<file path="src/rtl/mult_pkg.sv">
// Shared widths and vector types for the multiplier final-adder stage.
package mult_pkg;

    localparam int MULT_W  = 32;
    localparam int MULT_HW = MULT_W / 2;

    typedef logic [MULT_W-1:0]  mult_vec_t;
    typedef logic [MULT_HW-1:0] half_vec_t;

endpackage

</file>
<file path="src/rtl/pipe_stage_ctrl.sv">
// Valid/ready control for one single-entry pipeline stage.
// The stage accepts a new entry when it is empty or when its current entry
// is taken downstream in the same cycle, so a full pipeline streams with no
// bubbles. up_ready depends only on the stage state and dn_ready, never on
// up_valid.
module pipe_stage_ctrl
    import mult_pkg::*;
(
    input  logic clk,
    input  logic rst_n,
    input  logic up_valid,
    input  logic dn_ready,
    output logic up_ready,
    output logic load,
    output logic valid
);

    logic valid_reg;

    assign up_ready = !valid_reg || dn_ready;
    assign load     = up_valid && up_ready;
    assign valid    = valid_reg;

    // Occupancy: refill from upstream whenever the slot is free or draining.
    always_ff @(posedge clk or negedge rst_n) begin
        if (!rst_n) begin
            valid_reg <= 1'b0;
        end else if (up_ready) begin
            valid_reg <= up_valid;
        end
    end

endmodule

</file>
<file path="src/rtl/mult_final_adder.sv">
// Final carry-propagate adder for a Wallace-tree multiplier:
// product = (sum_vec + carry_vec) mod 2^W, with valid/ready on both sides
// and a 16-bit count of delivered products.
// Build option MULT_SPLIT_ADD_EN: split the add into a low-half stage and a
// high-half stage (2-cycle latency, 2 entries). Without it a single stage
// does the whole add (1-cycle latency, 1 entry).
module mult_final_adder
    import mult_pkg::*;
#(
    parameter int W = MULT_W
) (
    input  logic         sys_clk,
    input  logic         sys_rst_n,
    input  logic         in_valid,
    output logic         in_ready,
    input  logic [W-1:0] sum_vec,
    input  logic [W-1:0] carry_vec,
    output logic         out_valid,
    input  logic         out_ready,
    output logic [W-1:0] product,
    output logic [15:0]  prod_cnt
);

    localparam int HW = W / 2;

    logic [W-1:0] product_reg;
    logic [15:0]  cnt_reg;

`ifdef MULT_SPLIT_ADD_EN

    logic          s1_valid;
    logic          s1_load;
    logic          s2_up_ready;
    logic          s2_load;
    logic [HW-1:0] lo_sum_reg;
    logic          lo_carry_reg;
    logic [HW-1:0] sum_hi_reg;
    logic [HW-1:0] carry_hi_reg;
    logic [HW:0]   lo_add;
    logic [HW-1:0] hi_add;

    // Stage 1: low-half add; in_ready comes straight from its control.
    pipe_stage_ctrl u_stage1_ctrl (
        .clk      (sys_clk),
        .rst_n    (sys_rst_n),
        .up_valid (in_valid),
        .dn_ready (s2_up_ready),
        .up_ready (in_ready),
        .load     (s1_load),
        .valid    (s1_valid)
    );

    // Stage 2: high-half add; its valid bit is the output valid.
    pipe_stage_ctrl u_stage2_ctrl (
        .clk      (sys_clk),
        .rst_n    (sys_rst_n),
        .up_valid (s1_valid),
        .dn_ready (out_ready),
        .up_ready (s2_up_ready),
        .load     (s2_load),
        .valid    (out_valid)
    );

    // One extra bit on the low add captures the carry into the high half.
    assign lo_add = {1'b0, sum_vec[HW-1:0]} + {1'b0, carry_vec[HW-1:0]};
    // High add drops its own carry-out: the result is modulo 2^W.
    assign hi_add = sum_hi_reg + carry_hi_reg + {{(HW-1){1'b0}}, lo_carry_reg};

    // Stage 1 data: partial low sum, its carry, and the untouched high halves.
    always_ff @(posedge sys_clk or negedge sys_rst_n) begin
        if (!sys_rst_n) begin
            lo_sum_reg   <= '0;
            lo_carry_reg <= 1'b0;
            sum_hi_reg   <= '0;
            carry_hi_reg <= '0;
        end else if (s1_load) begin
            lo_sum_reg   <= lo_add[HW-1:0];
            lo_carry_reg <= lo_add[HW];
            sum_hi_reg   <= sum_vec[W-1:HW];
            carry_hi_reg <= carry_vec[W-1:HW];
        end
    end

    // Stage 2 data: assemble the full product from both halves.
    always_ff @(posedge sys_clk or negedge sys_rst_n) begin
        if (!sys_rst_n) begin
            product_reg <= '0;
        end else if (s2_load) begin
            product_reg <= {hi_add, lo_sum_reg};
        end
    end

`else

    logic s1_load;

    // Single stage: its valid bit is the output valid.
    pipe_stage_ctrl u_stage1_ctrl (
        .clk      (sys_clk),
        .rst_n    (sys_rst_n),
        .up_valid (in_valid),
        .dn_ready (out_ready),
        .up_ready (in_ready),
        .load     (s1_load),
        .valid    (out_valid)
    );

    // Full-width add; the carry-out falls off the top.
    always_ff @(posedge sys_clk or negedge sys_rst_n) begin
        if (!sys_rst_n) begin
            product_reg <= '0;
        end else if (s1_load) begin
            product_reg <= sum_vec + carry_vec;
        end
    end

`endif

    // Delivered-product counter, wraps naturally at 16 bits.
    always_ff @(posedge sys_clk or negedge sys_rst_n) begin
        if (!sys_rst_n) begin
            cnt_reg <= 16'h0000;
        end else if (out_valid && out_ready) begin
            cnt_reg <= cnt_reg + 16'h0001;
        end
    end

    assign product  = product_reg;
    assign prod_cnt = cnt_reg;

endmodule

</file>
<file path="config.mk">
export PLATFORM = sky130hd
export DESIGN_NAME = mult_final_adder
export DESIGN_NICKNAME = d
export VERILOG_FILES = /design/src/rtl/mult_pkg.sv /design/src/rtl/pipe_stage_ctrl.sv /design/src/rtl/mult_final_adder.sv
export SDC_FILE = /design/constraint.sdc
export NUM_CORES = 1
export LEC_CHECK = 0
export CORE_ASPECT_RATIO = 1.25
export CORE_MARGIN = 3
export CORE_UTILIZATION = 40
export CTS_BUF_LIST = sky130_fd_sc_hd__clkbuf_4
export DETAILED_ROUTE_END_ITERATION = 10
export HOLD_SLACK_MARGIN = 0.03
export PLACE_DENSITY = 0.7
export SLEW_MARGIN = 20
export SYNTH_ARGS = -nofsm -noshare
export SYNTH_HDL_FRONTEND = slang
export SYNTH_HIERARCHICAL = 1
export SYNTH_SLANG_ARGS = --single-unit
</file>
<file path="constraint.sdc">
create_clock -name sys_clk -period 1.93 [get_ports sys_clk]
set_input_delay 0.4825 -clock sys_clk [delete_from_list [all_inputs] [get_ports sys_clk]]
set_output_delay 0.4825 -clock sys_clk [all_outputs]
set_load 0.05 [all_outputs]
</file>
==> impl_metrics.ini, run 1 <==
[final_layout]
n_antenna_cell = 0
layout-drive-gt1-share_pct = 54.9
fin_cells = 745
nets = 725
stdcell_area_mm2 = 0.00669
largest_reg_flops = 32
syn_to_final_growth_pct = 80.1

[critical_path]
crit_type = input pin to flip-flop
worst_path_largest_cell_delay_ns = 0.37
worstPathCellList = buf_6 -> ha_4 -> fa_2 -> a21o_1 -> a221oi_4 -> o211ai_1 -> a21oi_2 -> o21ai_2 -> xor2_1 -> mux2_4
crit_buf_inv = 1
slowest_stage = fa_2
arrival_ns = 2.66
timing.rr.start = prod_cnt[2]
setup.worst_path.end_class = flip-flop
cp-startpoint = carry_vec[0]
critPathLaunchType = input pin
crit_family = compound AO/OA/AOI/OAI gates
cp_max_fo = 4
required_ns = 2.25

[drt]
drtIter0Drc = 179
route.detailed.wl_per_inst_um = 16.8
drtPass1Iterations = 4
num_vias = 4020
final_antenna_net_count = 0
post_drt_via_cell_ratio = 5.40
drc = 0
drt_wl_total_mm = 12.5

[clock_network]
clk_pin_slew_ns = 0.18
clk_latency_ns = 0.41
root_buffer = clkbuf_4
cts_tree = built
htreeDepth = 2
cts_buffers = 5
cts.sinks = 49
clockBufferDepth = 2

[timing]
min_period_ns = 2.34
rsz0062_at_grt = yes
setup_viol = 22
fin_crit_sh_pct = 121
slew_headroom_pct = 65.6
tightest_slew_ns = 0.516
holdWs_ns = 0.396
hold_viol_final = 0
slew_violations = 0
fin_ws_ns = -0.407
fmax_mhz = 428
fin_worst_skew_ns = 0.0157

[yosys]
synth.area.top_cells = dfrtp_1 (33%), ha_1 (11%), mux2_2 (7.0%)
synth_cell_types = 56
ys_seq_area_share_pct = 33.0
yosysTopAreaCellShare_pct = 33.0
syn_area_mm2 = 0.00371
synth_flop_cell = dfrtp_1
synth.largest_area_cell = dfrtp_1
synth-seq-cells = 49
yosysMostFrequentCell = dfrtp_1
synthTopCellsByCount = dfrtp_1 (49), ha_1 (32), a21oi_1 (29)
synth_fp_nets = 490
syn-instance-count = 389
synth-edff-count = 0
synth.avg_cell_area_um2 = 9.55
yosysWarnings = 6
synthArstFlopShare_pct = 100

[global_route]
grt_max_degree = 31
grt_pass1_vias = 4274
grt_usage_pct = 23.7
gr-total-overflow = 0
antenna_found_initial = 0
grt_pass1_wl_mm = 20.2

[power]
switching_share_pct = 46.3
p_switching_mw = 2.45
p_comb_share_pct = 61.0
p_int_mw = 2.84
p_clk_share_pct = 10.9
seqPwrFrac_pct = 28.1
vdd_drop_max_uv = 753
power_density_mw_per_mm2 = 791
leakagePower_nw = 3.11

[place]
place_hpwl_mm = 8.55
pre_cts_slack_ns = -1.22
gp_congestion = 0.828
dp_cells = 695
io_buffer_count = 117
postPlaceCellArea_mm2 = 0.00568

[die]
fp.dieW_um = 92.2
top_level_ports = 118
rows = 38
fp.dieArea_mm2 = 0.0105
start_util_pct = 42.0
core_area_mm2 = 0.00884
die_h_um = 114

[min_path]
hp-class = input pin to flip-flop
hp-start = sum_vec[0]

[outcome]
status = finished with violations
violations = setup timing

[run]
cap_violations = 0
layout by cell type, fill, tap and decap left out, types with 6 or more instances in the layout:
cell             count
nor2_1              17
nand2_1             20
mux2_4              15
ha_4                26
clkdlybuf4s15_1      6
mux2_2               8
clkdlybuf4s50_1      8
buf_6               23
a21oi_1             18
o21a_1               6
a21o_1              24
a21oi_2              6
dfrtp_1             44
dlygate4sd2_1       21
a21oi_4              7
clkbuf_2            12
buf_4              153
xor2_1              13
inv_1                6
nand3_1              7
buf_2               15
nand4_1             11
xnor2_1             24
metal layers:
metal  global-route usage (%)  share of wire [%]
met5                        0                  0
met4                     9.12                2.9
met3                     4.82                5.0
met2                     43.3                 53
met1                     26.9                 39
power groups by stage:
stage                     sequential [mW]  combinational (mW)  clock, mW
after floorplan                      2.38               0.861          0
after global placement               1.49                2.75          0
after detailed placement             1.50                2.78          0
after CTS                            1.48                3.05      0.586
after global routing                 1.53                3.40      0.630
final                                1.49                3.23      0.578
worst register-to-register path, cell delays in order, from the launching register on:
cell     delay [ns]
dfrtp_1        0.45
and3_1         0.20
nand3_1        0.12
or4_1          0.60
nor2_1         0.15
xor2_1         0.15
layout make-up:
type,count,area [um2]
Multi-Input combinational cell,317,3250
Fill cell,626,2150
Timing Repair Buffer,244,1970
Sequential cell,49,1230
Tap cell,120,150
Clock buffer,5,37.5
Clock inverter,3,28.8
Inverter,7,26.3
timing repair:
| action | CTS | global route |
|---|---|---|
| hold buffers | 1 | 0 |
| gates cloned | 0 | 0 |
| endpoints found under the hold margin | 13 | 0 |
| pin swaps | 73 | 30 |
| buffers inserted | 31 | 14 |
| endpoints found under the setup margin | 26 | 23 |
| resized for setup | 228 | 55 |
cells by family after synthesis:
group / count (synthesis) / share of synthesized area [%]
AO/OA/AOI/OAI: 115 / 21.6
XOR/XNOR: 40 / 9.43
adder cells (fa/ha/maj): 33 / 11.3
buffers and inverters: 23 / 2.36
flip-flops: 49 / 33.0
multiplexers: 24 / 7.24
AND/OR/NAND/NOR: 105 / 15.1
worst paths after layout:
kind	slack, ns	depth (start not counted)	endpoint
setup reg to reg	0.20	5	prod_cnt[13]
hold / removal	0.40	3	product[0]
setup / recovery	-0.41	10	product[24]
max in group asynchronous	0.83	3	product[22]
hold reg to reg	0.49	1	prod_cnt[15]
min in group asynchronous	0.55	2	product[5]
metrics by stage:
step                      TNS [ns]  power [mW]  utilization [%]
after global placement      -24.73        4.24             64.2
after CTS                    -2.10        5.12             73.3
after detailed placement    -25.59        4.29             64.2
after global routing         -5.75        5.56             75.6
final                        -4.54        5.29             75.6
after floorplan              -5.90        3.24                -
Note: power is estimated with default switching activity, not from simulation.
==> inputs of run 2 (changes only) <==
Settings changed: CORE_ASPECT_RATIO 1.25 to 0.5, SLEW_MARGIN 20 to unset, SYNTH_HIERARCHICAL 1 to unset.
==> impl_metrics.ini, run 2 <==
[clock_network]
cts_buffers = 5
clk_latency_ns = 0.40
clk_pin_slew_ns = 0.16
htreeDepth = 2
cts.sinks = 49
cts_tree = built
root_buffer = clkbuf_4
clockBufferDepth = 2

[global_route]
grt_pass1_wl_mm = 18.7
antenna_found_initial = 0
grt_usage_pct = 21.8
grt_pass1_vias = 3951
grt_max_degree = 38
gr-total-overflow = 0

[final_layout]
largest_reg_flops = 32
layout-drive-gt1-share_pct = 48.6
stdcell_area_mm2 = 0.00661
final_common_cell = buf_4
final_cell_mix = buf_4 (161), dfrtp_1 (49), nand2_1 (44)
n_antenna_cell = 0
syn_to_final_growth_pct = 78.5
fin_cells = 773
nets = 756

[critical_path]
worst_path_largest_cell_delay_ns = 0.38
slowest_stage = fa_2
crit_type = input pin to flip-flop
setup.worst_path.end_class = flip-flop
arrival_ns = 2.46
required_ns = 2.22
worstPathCellList = buf_6 -> ha_4 -> fa_2 -> a21oi_4 -> o211a_4 -> o21a_1 -> a21oi_4 -> a31oi_4 -> a311o_1 -> mux2i_1 -> o311ai_1
critPathLaunchType = input pin
cp_max_fo = 4
cpMostUsedCell = a21oi_4

[die]
fp.dieArea_mm2 = 0.0105
start_util_pct = 41.8
die_h_um = 74.0
fp.dieW_um = 142
top_level_ports = 118
rows = 24
core_area_mm2 = 0.00886

[yosys]
syn_area_mm2 = 0.00370
synth.avg_cell_area_um2 = 8.77
synth_cell_types = 62
synth_flop_cell = dfrtp_1
yosysWarnings = 0
synth-edff-count = 0
synthTopCellsByCount = dfrtp_1 (49), nand2_1 (47), o21ai_0 (45)
yosysTopAreaCellShare_pct = 33.1
ys_seq_area_share_pct = 33.1
synth_fp_nets = 523
syn-instance-count = 422
synthArstFlopShare_pct = 100
synth-seq-cells = 49
synth.area.top_cells = dfrtp_1 (33%), ha_1 (11%), xnor2_1 (6.6%)
yosysMostFrequentCell = dfrtp_1
synth.largest_area_cell = dfrtp_1

[min_path]
hp-class = input pin to flip-flop

[timing]
setup_viol = 17
hold_viol_final = 0
min_period_ns = 2.17
fin_ws_ns = -0.239
fin_crit_sh_pct = 112
holdWs_ns = 0.411
tightest_slew_ns = 0.400
fmax_mhz = 461
fin_worst_skew_ns = 0.0151
slew_violations = 0
rsz0062_at_grt = yes
slew_headroom_pct = 73.3

[drt]
drt_wl_total_mm = 12.2
drc = 0
num_vias = 4052
drtPass1Iterations = 4
drtIter0Drc = 167
route.detailed.wl_per_inst_um = 15.8
final_antenna_net_count = 0
post_drt_via_cell_ratio = 5.24

[outcome]
status = finished with violations
violations = setup timing

[place]
postPlaceCellArea_mm2 = 0.00570
io_buffer_count = 117
gp_congestion = 0.862
place_hpwl_mm = 8.71
dp_cells = 736

[run]
cap_violations = 0

[power]
leakagePower_nw = 3.05
vdd_drop_max_uv = 355
power_density_mw_per_mm2 = 726
run 2: cell count changes in the layout (fill, tap and decap cells not counted), sizes merged, moves of 8 or more:
cell / delta
o21ai: +33
nand2: +23
mux2: -20
buf: +12
clkbuf: -12
a21o: -10
dlymetal6s2s: +8
run 2: cells by family after synthesis:
kind of cell | share of synthesized area, %
buffers and inverters | 4.73
and+or+nand+nor | 17.6
adders and majority gates | 11.4
AOI/OAI and AO/OA | 22.4
xor gates and xnor gates | 8.99
DFF | 33.1
muxes | 1.72
run 2: per-stage QoR:
stage	util [%]	TNS, ns	worst slack, ns	power, mW
2_1_floorplan	-	-5.90	-0.594	2.93
3_3_place_gp	64.3	-22.98	-1.12	3.88
3_5_place_dp	64.3	-24.28	-1.21	3.91
4_1_cts	71.6	-2.19	-0.238	4.69
5_1_grt	74.6	-3.87	-0.308	5.06
6_report	74.6	-2.76	-0.239	4.80
run 2: worst paths after layout:
| path | to | cells after the start | slack [ns] | start |
|---|---|---|---|---|
| worst max-delay path | product[26] | 11 | -0.24 | carry_vec[0] |
| worst min-delay path | product[0] | 3 | 0.41 | sum_vec[0] |
| worst max register to register | product[30] | 6 | 0.29 | u_stage1_ctrl.valid |
| worst min register to register | prod_cnt[15] | 1 | 0.49 | prod_cnt[15] |
| max in group asynchronous | product[12] | 3 | 0.91 | sys_rst_n |
| min in group asynchronous | prod_cnt[8] | 2 | 0.49 | sys_rst_n |
run 2: worst max-delay path, delay by kind of cell:
kind	cells	cell delay [ns]
compound gates	7	1.15
buf+inv	1	0.10
fa+ha+maj	2	0.53
mux	1	0.19
run 2: routing by layer:
layer  vias up  global-route usage, %  share of wire (%)
met5         -                      0                  0
met4         0                   3.30               0.86
met3         9                   3.92                5.2
met2       115                   40.2                 51
met1      1924                   27.8                 43
li1       2004                      -                  -
run 2: timing repair:
action | 4_1_cts | 5_1_grt
hold buffers | 1 | 0
pin swaps | 81 | 46
endpoints found under the hold margin | 16 | 0
endpoints found under the setup margin | 25 | 21
setup buffers | 23 | 8
resized for setup | 235 | 51
run 2: final cells by class:
type	instances	area [um2]
Clock buffer	5	37.5
Clock inverter	3	25.0
Fill cell	608	2250
Inverter	12	45.0
Multi-Input combinational cell	339	3020
Sequential cell	49	1230
Tap cell	117	146
Timing Repair Buffer	248	2100
run 2: power breakdown:
part,internal [mW],switching [mW],total [mW]
Sequential,1.24,0.176,1.41
Clock,0.152,0.401,0.553
Combinational,1.20,1.63,2.83
Total,2.59,2.21,4.80
==> inputs of run 3 (changes only) <==
Settings changed: CAP_MARGIN set to 20, CORE_MARGIN 3 to 2.
==> impl_metrics.ini, run 3 (synthesis results as in run 2) <==
[outcome]
status = finished with violations
violations = DRC, setup timing

[drt]
drtIter0Drc = 160
route.detailed.wl_per_inst_um = 16.0
num_vias = 4120
drtPass1Iterations = 8
drt_wl_total_mm = 12.5
drc = 7
post_drt_via_cell_ratio = 5.28
final_antenna_net_count = 0

[critical_path]
critPathLaunchType = input pin
reg2reg_depth = 7
cp_max_fo = 4
crit_type = input pin to flip-flop
required_ns = 2.20
worst_path_largest_cell_delay_ns = 0.40
slowest_stage = or3_4
worst-path-stages = 10
crit_family = compound AO/OA/AOI/OAI gates
worstPathCellList = clkbuf_2 -> ha_4 -> nand3_4 -> or3_4 -> o21a_4 -> a21oi_4 -> a31oi_4 -> a311o_1 -> mux2i_1 -> o311ai_1
arrival_ns = 2.55
crit_buf_inv = 1
setup.worst_path.end_class = flip-flop

[die]
fp.dieW_um = 140
fp.dieArea_mm2 = 0.0101
start_util_pct = 41.8
core_area_mm2 = 0.00886
die_h_um = 72.0
top_level_ports = 118
rows = 24

[clock_network]
clk_latency_ns = 0.39
htreeDepth = 2
clk_pin_slew_ns = 0.16
cts_tree = built
clockBufferDepth = 2
postCtsHoldBufs = 0
root_buffer = clkbuf_4
cts.sinks = 49
cts_buffers = 5

[place]
postPlaceCellArea_mm2 = 0.00574
place_hpwl_mm = 8.84
io_buffer_count = 117
gp_congestion = 0.878

[timing]
slew_headroom_pct = 74.5
fin_ws_ns = -0.349
rsz0062_at_grt = yes
holdWs_ns = 0.0484
min_period_ns = 2.28
fin_crit_sh_pct = 118
setup_viol = 17
fin_worst_skew_ns = 0.0109
fmax_mhz = 439
tightest_slew_ns = 0.378
slew_violations = 0
hold_viol_final = 0

[global_route]
grt_pass1_wl_mm = 19.5
grt_usage_pct = 23.8
antenna_found_initial = 1
grt_max_degree = 50
grt_pass1_vias = 4120
gr-total-overflow = 0

[power]
vdd_drop_max_uv = 346
power_density_mw_per_mm2 = 742
leakagePower_nw = 3.09

[final_layout]
largest_reg_flops = 32
nets = 763
final_common_cell = buf_4
syn_to_final_growth_pct = 79.2
layout-drive-gt1-share_pct = 48.9
stdcell_area_mm2 = 0.00663
fillers = 636
final_cell_mix = buf_4 (169), dfrtp_1 (49), nand2_1 (45)
register_area_mm2 = 0.00123
multiInputGateArea_mm2 = 0.00299

[run]
cap_violations = 0

[min_path]
hp-class = input pin to asynchronous set/reset pin
==> run 3: cell types whose count changed in the layout (fill, tap and decap cells not counted), moves of 3 or more <==
cell,previous run,this run
ha_1,7,10
dlygate4sd2_1,15,9
a21oi_1,13,17
clkbuf_2,0,5
buf_4,161,169
clkdlybuf4s50_1,12,18
ha_4,24,20
o21ai_1,20,17
==> run 3: routing by layer <==
| metal | GRT usage, % | part of all wire, % | vias to the layer above |
|---|---|---|---|
| met5 | 0 | 0 | - |
| met4 | 5.72 | 1.4 | 0 |
| met3 | 4.42 | 4.7 | 18 |
| met2 | 42.5 | 49 | 120 |
| met1 | 30.6 | 44 | 1968 |
| li1 | - | - | 2014 |
==> run 3: metrics by stage <==
| stage | TNS [ns] | power (mW) | std cells | utilization, % | worst slack, ns |
|---|---|---|---|---|---|
| final | -3.47 | 4.92 | 781 | 74.9 | -0.349 |
| after global placement | -22.98 | 3.89 | 741 | 64.7 | -1.29 |
| after floorplan | -5.90 | 2.93 | 422 | - | -0.594 |
| after global routing | -4.12 | 5.17 | 781 | 74.9 | -0.371 |
| after detailed placement | -24.28 | 3.92 | 741 | 64.7 | -1.28 |
| after CTS | -3.62 | 4.78 | 768 | 71.9 | -0.331 |
==> run 3: worst paths after layout <==
check	start	slack, ns	end
max	carry_vec[11]	-0.35	product[26]
min	sys_rst_n	0.05	product[5]
max reg2reg	u_stage1_ctrl.valid	0.40	product[16]
min reg2reg	product[31]	0.51	product[31]
max in group asynchronous	sys_rst_n	1.64	product[15]
min in group sys_clk	carry_vec[0]	0.42	product[0]
==> run 3: timing repair <==
action                     in CTS  in global routing
resized for setup             217                 67
setup buffers                  23                 15
pin swaps                      79                 63
setup endpoints to repair      24                 23
hold endpoints to repair        0                  0
==> run 3: report_power, final <==
group,leakage (nW),internal (mW),switching [mW]
logic,2.43,1.20,1.64
clock network,0.0414,0.275,0.383
registers,0.615,1.24,0.186
total,3.09,2.71,2.21
==> run 3: layout make-up <==
class	count	share of cell area [%]
timing repair buffer	255	32.2
clock buffer	5	0.566
antenna	1	0.0377
sequential	49	18.5
inverter	12	0.679
multi-input combinational	339	45.1
tap	117	2.21
clock inverter	3	0.698
